--- src/rtl/vga_timing_pkg.sv ---
// Default 640x480@60 VGA timing constants and visible-window bounds shared
// by the timing generator and the render blocks.
package vga_timing_pkg;

  localparam int unsigned CLK_DIV  = 4;
  localparam int unsigned H_SYNC   = 96;
  localparam int unsigned H_BP     = 48;
  localparam int unsigned H_ACTIVE = 640;
  localparam int unsigned H_FP     = 16;
  localparam int unsigned V_SYNC   = 2;
  localparam int unsigned V_BP     = 33;
  localparam int unsigned V_ACTIVE = 480;
  localparam int unsigned V_FP     = 10;

  localparam int unsigned H_TOTAL = H_SYNC + H_BP + H_ACTIVE + H_FP;
  localparam int unsigned V_TOTAL = V_SYNC + V_BP + V_ACTIVE + V_FP;

  localparam int unsigned H_VIS_START = H_SYNC + H_BP;
  localparam int unsigned H_VIS_END   = H_VIS_START + H_ACTIVE - 1;
  localparam int unsigned V_VIS_START = V_SYNC + V_BP;
  localparam int unsigned V_VIS_END   = V_VIS_START + V_ACTIVE - 1;

  localparam int unsigned CNT_W = 10;
  typedef logic [CNT_W-1:0] cnt_t;

endpackage

--- src/rtl/vga_timing_gen_if.sv ---
// Raster timing bundle from the timing generator to render blocks and connector.
interface vga_timing_gen_if;
  import vga_timing_pkg::*;

  logic pix_en;
  cnt_t hCount;
  cnt_t vCount;
  logic bright;
  logic hSync;
  logic vSync;
  logic frame_tick;

  modport master (output pix_en, hCount, vCount, bright, hSync, vSync, frame_tick);
  modport slave  (input  pix_en, hCount, vCount, bright, hSync, vSync, frame_tick);
endinterface

--- src/rtl/vga_pix_div.sv ---
// Clock-enable divider: registered one-clk pix_en pulse every CLK_DIV clocks.
module vga_pix_div #(
  parameter int unsigned CLK_DIV = 4
) (
  input  logic clk,
  input  logic rst,
  output logic pix_en_o
);
  localparam int unsigned DW = (CLK_DIV > 2) ? $clog2(CLK_DIV) : 1;
  localparam logic [DW-1:0] LAST = DW'(CLK_DIV - 1);

  logic [DW-1:0] div_cnt_q, div_cnt_d;
  logic          pix_en_q, pix_en_d;
  logic          wrap;

  assign wrap = (div_cnt_q == LAST);

  always_comb begin
    div_cnt_d = wrap ? '0 : div_cnt_q + 1'b1;
    pix_en_d  = wrap;
  end

  always_ff @(posedge clk) begin
    if (rst) begin
      div_cnt_q <= '0;
      pix_en_q  <= 1'b0;
    end else begin
      div_cnt_q <= div_cnt_d;
      pix_en_q  <= pix_en_d;
    end
  end

  assign pix_en_o = pix_en_q;
endmodule

--- src/rtl/vga_timing_gen.sv ---
// Free-running VGA raster generator: pixel divider, h/v counters,
// zero-latency sync/bright decode and a registered per-frame strobe.
module vga_timing_gen
  import vga_timing_pkg::*;
#(
  parameter int unsigned P_CLK_DIV  = CLK_DIV,
  parameter int unsigned P_H_SYNC   = H_SYNC,
  parameter int unsigned P_H_BP     = H_BP,
  parameter int unsigned P_H_ACTIVE = H_ACTIVE,
  parameter int unsigned P_H_FP     = H_FP,
  parameter int unsigned P_V_SYNC   = V_SYNC,
  parameter int unsigned P_V_BP     = V_BP,
  parameter int unsigned P_V_ACTIVE = V_ACTIVE,
  parameter int unsigned P_V_FP     = V_FP
) (
  input logic clk,
  input logic rst,
  vga_timing_gen_if.master vga
);
  localparam int unsigned HT = P_H_SYNC + P_H_BP + P_H_ACTIVE + P_H_FP;
  localparam int unsigned VT = P_V_SYNC + P_V_BP + P_V_ACTIVE + P_V_FP;

  localparam cnt_t H_LAST  = cnt_t'(HT - 1);
  localparam cnt_t V_LAST  = cnt_t'(VT - 1);
  localparam cnt_t H_SYNCW = cnt_t'(P_H_SYNC);
  localparam cnt_t V_SYNCW = cnt_t'(P_V_SYNC);
  localparam cnt_t H_VS    = cnt_t'(P_H_SYNC + P_H_BP);
  localparam cnt_t H_VE    = cnt_t'(P_H_SYNC + P_H_BP + P_H_ACTIVE - 1);
  localparam cnt_t V_VS    = cnt_t'(P_V_SYNC + P_V_BP);
  localparam cnt_t V_VE    = cnt_t'(P_V_SYNC + P_V_BP + P_V_ACTIVE - 1);

  logic pix_en;
  cnt_t h_q, h_d;
  cnt_t v_q, v_d;
  logic frame_tick_q, frame_tick_d;

  vga_pix_div #(.CLK_DIV(P_CLK_DIV)) u_div (
    .clk      (clk),
    .rst      (rst),
    .pix_en_o (pix_en)
  );

  always_comb begin
    h_d = h_q;
    v_d = v_q;
    if (pix_en) begin
      if (h_q == H_LAST) begin
        h_d = '0;
        v_d = (v_q == V_LAST) ? '0 : v_q + 1'b1;
      end else begin
        h_d = h_q + 1'b1;
      end
    end
    // Registered so it lands together with the counters reaching (0, V_VE+1)
    frame_tick_d = pix_en && (h_q == H_LAST) && (v_q == V_VE);
  end

  always_ff @(posedge clk) begin
    if (rst) begin
      h_q          <= '0;
      v_q          <= '0;
      frame_tick_q <= 1'b0;
    end else begin
      h_q          <= h_d;
      v_q          <= v_d;
      frame_tick_q <= frame_tick_d;
    end
  end

  assign vga.pix_en     = pix_en;
  assign vga.hCount     = h_q;
  assign vga.vCount     = v_q;
  assign vga.hSync      = ~(h_q < H_SYNCW);
  assign vga.vSync      = ~(v_q < V_SYNCW);
  assign vga.bright     = (h_q >= H_VS) && (h_q <= H_VE) && (v_q >= V_VS) && (v_q <= V_VE);
  assign vga.frame_tick = frame_tick_q;
endmodule

--- src/flat_wrapper.sv ---
// flat-port wrapper written by rule: the top's interface ports become plain ports
module vga_timing_gen_flat import vga_timing_pkg::*;
#(
  parameter int unsigned P_CLK_DIV  = CLK_DIV,
  parameter int unsigned P_H_SYNC   = H_SYNC,
  parameter int unsigned P_H_BP     = H_BP,
  parameter int unsigned P_H_ACTIVE = H_ACTIVE,
  parameter int unsigned P_H_FP     = H_FP,
  parameter int unsigned P_V_SYNC   = V_SYNC,
  parameter int unsigned P_V_BP     = V_BP,
  parameter int unsigned P_V_ACTIVE = V_ACTIVE,
  parameter int unsigned P_V_FP     = V_FP
)
  (clk, rst, vga_pix_en, vga_hCount, vga_vCount, vga_bright, vga_hSync, vga_vSync, vga_frame_tick);
  vga_timing_gen_if vga_i ();
  input logic clk;
  input logic rst;
  output wire logic [$bits(vga_i.pix_en)-1:0] vga_pix_en;
  output wire logic [$bits(vga_i.hCount)-1:0] vga_hCount;
  output wire logic [$bits(vga_i.vCount)-1:0] vga_vCount;
  output wire logic [$bits(vga_i.bright)-1:0] vga_bright;
  output wire logic [$bits(vga_i.hSync)-1:0] vga_hSync;
  output wire logic [$bits(vga_i.vSync)-1:0] vga_vSync;
  output wire logic [$bits(vga_i.frame_tick)-1:0] vga_frame_tick;
  assign vga_pix_en = vga_i.pix_en;
  assign vga_hCount = vga_i.hCount;
  assign vga_vCount = vga_i.vCount;
  assign vga_bright = vga_i.bright;
  assign vga_hSync = vga_i.hSync;
  assign vga_vSync = vga_i.vSync;
  assign vga_frame_tick = vga_i.frame_tick;
  vga_timing_gen #(.P_CLK_DIV(P_CLK_DIV), .P_H_SYNC(P_H_SYNC), .P_H_BP(P_H_BP), .P_H_ACTIVE(P_H_ACTIVE), .P_H_FP(P_H_FP), .P_V_SYNC(P_V_SYNC), .P_V_BP(P_V_BP), .P_V_ACTIVE(P_V_ACTIVE), .P_V_FP(P_V_FP)) u_core (.clk(clk), .rst(rst), .vga(vga_i));
endmodule
--- config.mk ---
export PLATFORM = sky130hd
export DESIGN_NAME = vga_timing_gen_flat
export DESIGN_NICKNAME = d
export VERILOG_FILES = /design/src/rtl/vga_timing_pkg.sv /design/src/rtl/vga_timing_gen_if.sv /design/src/rtl/vga_pix_div.sv /design/src/rtl/vga_timing_gen.sv /design/src/flat_wrapper.sv
export SDC_FILE = /design/constraint.sdc
export NUM_CORES = 1
export LEC_CHECK = 0
export ABC_CLOCK_PERIOD_IN_PS = 5600
export CAP_MARGIN = 15
export CORE_MARGIN = 2
export CORE_UTILIZATION = 45
export DETAILED_ROUTE_END_ITERATION = 10
export PLACE_DENSITY = 0.72
export SYNTH_ARGS = -nofsm -noshare
export SYNTH_HDL_FRONTEND = slang
export SYNTH_SLANG_ARGS = --single-unit
--- constraint.sdc ---
create_clock -name clk -period 5.6 [get_ports clk]
set_input_delay 0.56 -clock clk [delete_from_list [all_inputs] [get_ports clk]]
set_output_delay 0.56 -clock clk [all_outputs]
set_load 0.03 [all_outputs]
==> After elaboration in Yosys (flattened, before gate mapping) <==
Cells that the tools add are included.
{ "classes": {"add_sub_neg": 3, "n_lt_le_gt_ge": 6, "eq_ne": 4, "mux": 2, "bitwise_logic": 2, "reduce_logical": 7} }
{ "ops": {"columns": ["op", "count"], "rows": [
  ["equality test 10 bit, second input constant", 3],
  ["adder 10 x 1 -> 10 bit, second input constant", 2],
  ["<= comparator 10 bit, second input constant", 2],
  ["2-to-1 mux 10 bit", 2],
  [">= comparator 10 x 6 -> 1 bit, second input constant", 1],
  [">= comparator 10 x 8 -> 1 bit, second input constant", 1],
  ["< comparator 10 x 2 -> 1 bit, second input constant", 1],
  ["< comparator 10 x 7 -> 1 bit, second input constant", 1],
  ["logical AND 1 bit", 5],
  ["adder 2 x 1 -> 2 bit, second input constant", 1],
  ["equality test 2 bit, second input constant", 1],
  ["inverter 1 bit", 2],
  ["AND reduction 2 bit", 1],
  ["OR reduction 2 bit", 1]
]} }
{ "word_totals": {"regBits": 24, "inputBits": 2, "out_inout_bits": 25, "elab_cells": 29} }

==> Logic depth before layout (Yosys ltp) <==
{ "logic_depth": {"depth_word": 4, "depth_mapped": 7, "mapped_depth_nobuf": 5} }

==> Cells and area by module <==
From an unflattened synthesis, not the netlist that was laid out.
{ "hier_totals": {"hier_cells": 137, "hier_area_um2": 1234.9} }
{ "modules_own_cells": {"columns": ["mod", "instances", "cells_per_inst", "area_each_um2", "seq_area_each_um2"], "rows": [
  ["vga_timing_gen", 1, 130, 1131.1, 420.4],
  ["vga_pix_div", 1, 7, 103.8, 60.1]
]} }

==> Worst setup path after synthesis <==
Ideal clock, no wire load.
{ "synth_path": {"path_type": "reg-to-output", "from": "register u_core.h_q[5], in the netlist u_core.vga.hCount[5]", "to": "output port vga_bright", "arrival_ns": 1.605, "required_time_ns": 5.040, "slack_ns": 3.435, "path_stages_with_launch": 5, "path_buffers": 1, "path_cell_list": "dfxtp_1 clkbuf_1 or4_1 a31oi_1 o211a_1"} }
{ "synth_between": {"elab_chain_len": 4, "word_cells_on_any_way": 5, "classes_between": "2 x order compare; 3 x reduce/logical"} }
{ "synth_rtl": {"columns": ["element", "line_no", "source"], "rows": [
  ["start, declared", "vga_timing_gen.sv:33", "cnt_t h_q, h_d;"],
  ["start signal, assigned", "vga_timing_gen.sv:60", "h_q <= '0;"],
  ["start signal, assigned", "vga_timing_gen.sv:64", "h_q <= h_d;"],
  [">= comparator 10 x 8 -> 1 bit / <= comparator 10 bit (equally long branches)", "vga_timing_gen.sv:75", "assign vga.bright = (h_q >= H_VS) && (h_q <= H_VE) && (v_q >= V_VS) && (v_q <= V_VE);"],
  ["logical AND 1 bit * (3 in series)", "vga_timing_gen.sv:75", null],
  ["end, declared", "flat_wrapper.sv:21", "output wire logic [$bits(vga_i.bright)-1:0] vga_bright;"]
]} }
Every way passes the cells marked *; elsewhere a longest branch is shown, timed or not.

==> Worst setup path after layout <==
Same ends and word-level chain as after synthesis.

==> metrics.md <==
| Metric | Value |
|---|---|
| Run status | `finished clean` |
| Final Util | `between 50% and 60%` |
| Max-slew violations | `0` |
| Avg WL per Cell | `13.28 um` |
| Share of layout cells above drive strength 1 | `4.294%` |
| Power density cells | `179.6 nW/um2` |
| Highest metal used | `met4` |
| CTS resizes | `0` |
| H-tree depth | `1` |
| CTS tree | `yes` |
| Worst setup margin | `2.733 ns` |
| Type of origin of the critical path | `register` |
| Fin crit period | `2.867 ns` |
| Setup Fix Bufs, Post-CTS | `0` |
| Ant diodes | `0` |
| Fin nets | `172` |
| # IOs | `27` |
| Pin count of the biggest net entering global routing | `14` |
| Mean post-synth cell area | `8.723 um2` |
| DRT Wirelength | `2576 um` |
| Syn Nets | `150` |
| Max-Cap Viols | `0` |
| Post-synthesis sequential area ratio | `38.79%` |
| Metal2 WL | `about 1200 um` |
| Crit path arrival time | `between 2 and 2.5 ns` |
| Peak VDD IR | `0.1506 mV` |
| Worst Tran Pin Value | `0.6203 ns` |
| Overflow after GRT | `0` |
| Fmax | `0.3488 GHz` |
| GRT Total Usage | `17.44%` |
| Post-synth top cells | `dfxtp_1, nor2_1, nand2_1` |
| Endpoints failing hold | `0` |
| Pre-Repair DR Iteration Count | `4` |
| Mapped Cells | `142` |
| Initial core utilization | `between 40% and 50%` |
| Routed length on met1 | `about 1200 um` |
| Ys flop type | `dfxtp_1` |
| Die area | `around 3200 um2` |
| Drt drc | `0` |
| Count of flip-flops with a built-in enable after synthesis | `0` |
| Total Power | `274.4 uW` |
| Pleak | `0.5794 nW` |
| Vias per inst | `5.603` |
| Clk sink count | `24` |
| Core Footprint | `2686 um2` |
| Pre-CTS WS | `3.081 ns` |
| DR WL met3 | `120 um` |
| Critical Path RT | `5.04 ns` |
| Final setup fails | `0` |
| FF+latch count, synth | `24` |
| Post-synth cell types | `33` |
| Max clock buf depth | `2` |
| Share of the synthesized area in the top cell type | `38.79%` |
| Clock Latency Late Sink | `0.31 ns` |
| Worst Setup End Kind | `output pin` |
| Final worst-path cycle share | `51.20%` |
| Count leader, synth | `dfxtp_1` |
| DR iter-0 viols | `22` |
| Final Skew | `approximately 0.0021 ns` |
| # rows | `19` |
| RSZ-0062 raised after global routing | `false` |
| Cell taking the most area after synthesis | `dfxtp_1` |
| Mapped Area | `1239 um2` |
| Synth warnings | `0` |
| Clock slew at reported path FFs | `0.12 ns` |
| Critical Setup Path Class | `register to output pin` |
| Width of the die | `56.47 um` |
| Area Growth Syn to Fin | `23.33%` |
| CP Max Fanout | `10` |
| FFs w/ async S/R, synth | `0%` |
| DP HPWL | `1900 um` |
| Initial antenna violation count | `0` |
| PortBufs | `26` |
| Main area contributors after synthesis | `dfxtp_1, ha_1, nor2_1` |
| Vias | `about 1100` |
| Reg2reg setup slack | `3.43 ns` |
| First-pass GRT wire length | `4436 um` |
| Vias in the first global route | `between 1000 and 1500` |
| CTS Buf Count | `3` |
| Cell chosen for the clock root | `clkbuf_4` |
| Die height | `56.47 um` |
| Post-route ant nets | `0` |
| CTS Hold Bufs | `0` |
| Hold Path Class | `register to register` |
| Routability-driven placement congestion ratio | `0.8282` |
| Max-slew headroom | `58.40%` |
| Final TNS setup | `0 ns` |
per-layer routing:
metal	GRT usage, %	vias to the layer above
met5	0	-
met4	7.483	0
met3	2.995	2
met2	28.41	28
met1	22.56	508
li1	-	549
final timing paths:
kind / from / to / cells past startpoint
setup / recovery: u_core.vga.hCount[5]$_SDFFE_PP0P_ / vga_bright / 4
hold / removal: u_core.u_div.div_cnt_q[0]$_SDFF_PP0_ / u_core.u_div.div_cnt_q[0]$_SDFF_PP0_ / 1
setup reg to reg: u_core.vga.hCount[0]$_SDFFE_PP0P_ / u_core.vga.vCount[0]$_SDFFE_PP0P_ / 5
hold reg to reg: u_core.u_div.div_cnt_q[0]$_SDFF_PP0_ / u_core.u_div.div_cnt_q[0]$_SDFF_PP0_ / 1
layout make-up:
cell class | instances | area (um2)
clock buffers | 4 | 36.28
fillers | 255 | 1159
inverters | 6 | 22.52
multi-input cells | 103 | 689.4
flip-flops and latches | 24 | 480.5
well taps | 31 | 38.79
repair buffers | 26 | 260.3
flip-flops by register name (all words and copies together), names as in the netlist:
| register | cells |
|---|---|
| u_core.vga.hCount | 10 |
| u_core.vga.vCount | 10 |
| u_core.u_div.div_cnt_q | 2 |
| u_core.u_div.pix_en_o | 1 |
| u_core.vga.frame_tick | 1 |
where the power goes:
part	switching (mW)	internal (mW)	total (mW)
clock	0.0498	0.0397	0.0895
combinational	0.00573	0.00427	0.0100
sequential	0.00169	0.173	0.175
total	0.0573	0.217	0.274
placed cells by master, fill, tap and decap left out, types with 4 or more instances in the layout:
| cell | Yosys | layout |
|---|---|---|
| nand2_1 | 9 | 9 |
| nand3_1 | 6 | 6 |
| ha_1 | 6 | 6 |
| a21oi_1 | 5 | 5 |
| nand4_1 | 6 | 6 |
| nor3_1 | 8 | 8 |
| or4_1 | 4 | 4 |
| inv_1 | 6 | 6 |
| or3_1 | 4 | 4 |
| nor2_1 | 17 | 17 |
| xnor2_1 | 7 | 7 |
| xor2_1 | 5 | 5 |
| clkdlybuf4s50_1 | 0 | 26 |
| dfxtp_1 | 24 | 24 |
logic make-up (layout without fill, tap and decap cells):
logic type	Yosys count	in the layout	synth area share, %
multiplexers	3	3	2.424
AO/OA/AOI/OAI	17	17	9.292
flip-flops	24	24	38.79
XOR/XNOR	12	12	8.485
adder cells (fa/ha/maj)	6	6	6.060
AND/OR/NAND/NOR	65	65	29.39
buffers and inverters	15	36	5.555
metrics by stage:
step	area [um2]	hold slack, ns	instances
floorplan	1239	0.4082	142
global placement	1491	0.4146	190
detailed placement	1491	0.4256	190
CTS	1528	0.4440	194
global route	1528	0.4715	194
finish	1528	0.4426	194
worst max-delay path, stage by stage, from the launching register on:
cell	delay [ns]
dfxtp_1	0.43
or4_1	0.54
a31oi_1	0.20
o211a_1	0.17
clkdlybuf4s50_1	0.66
No activity file was read; power rests on OpenSTA's default activity.
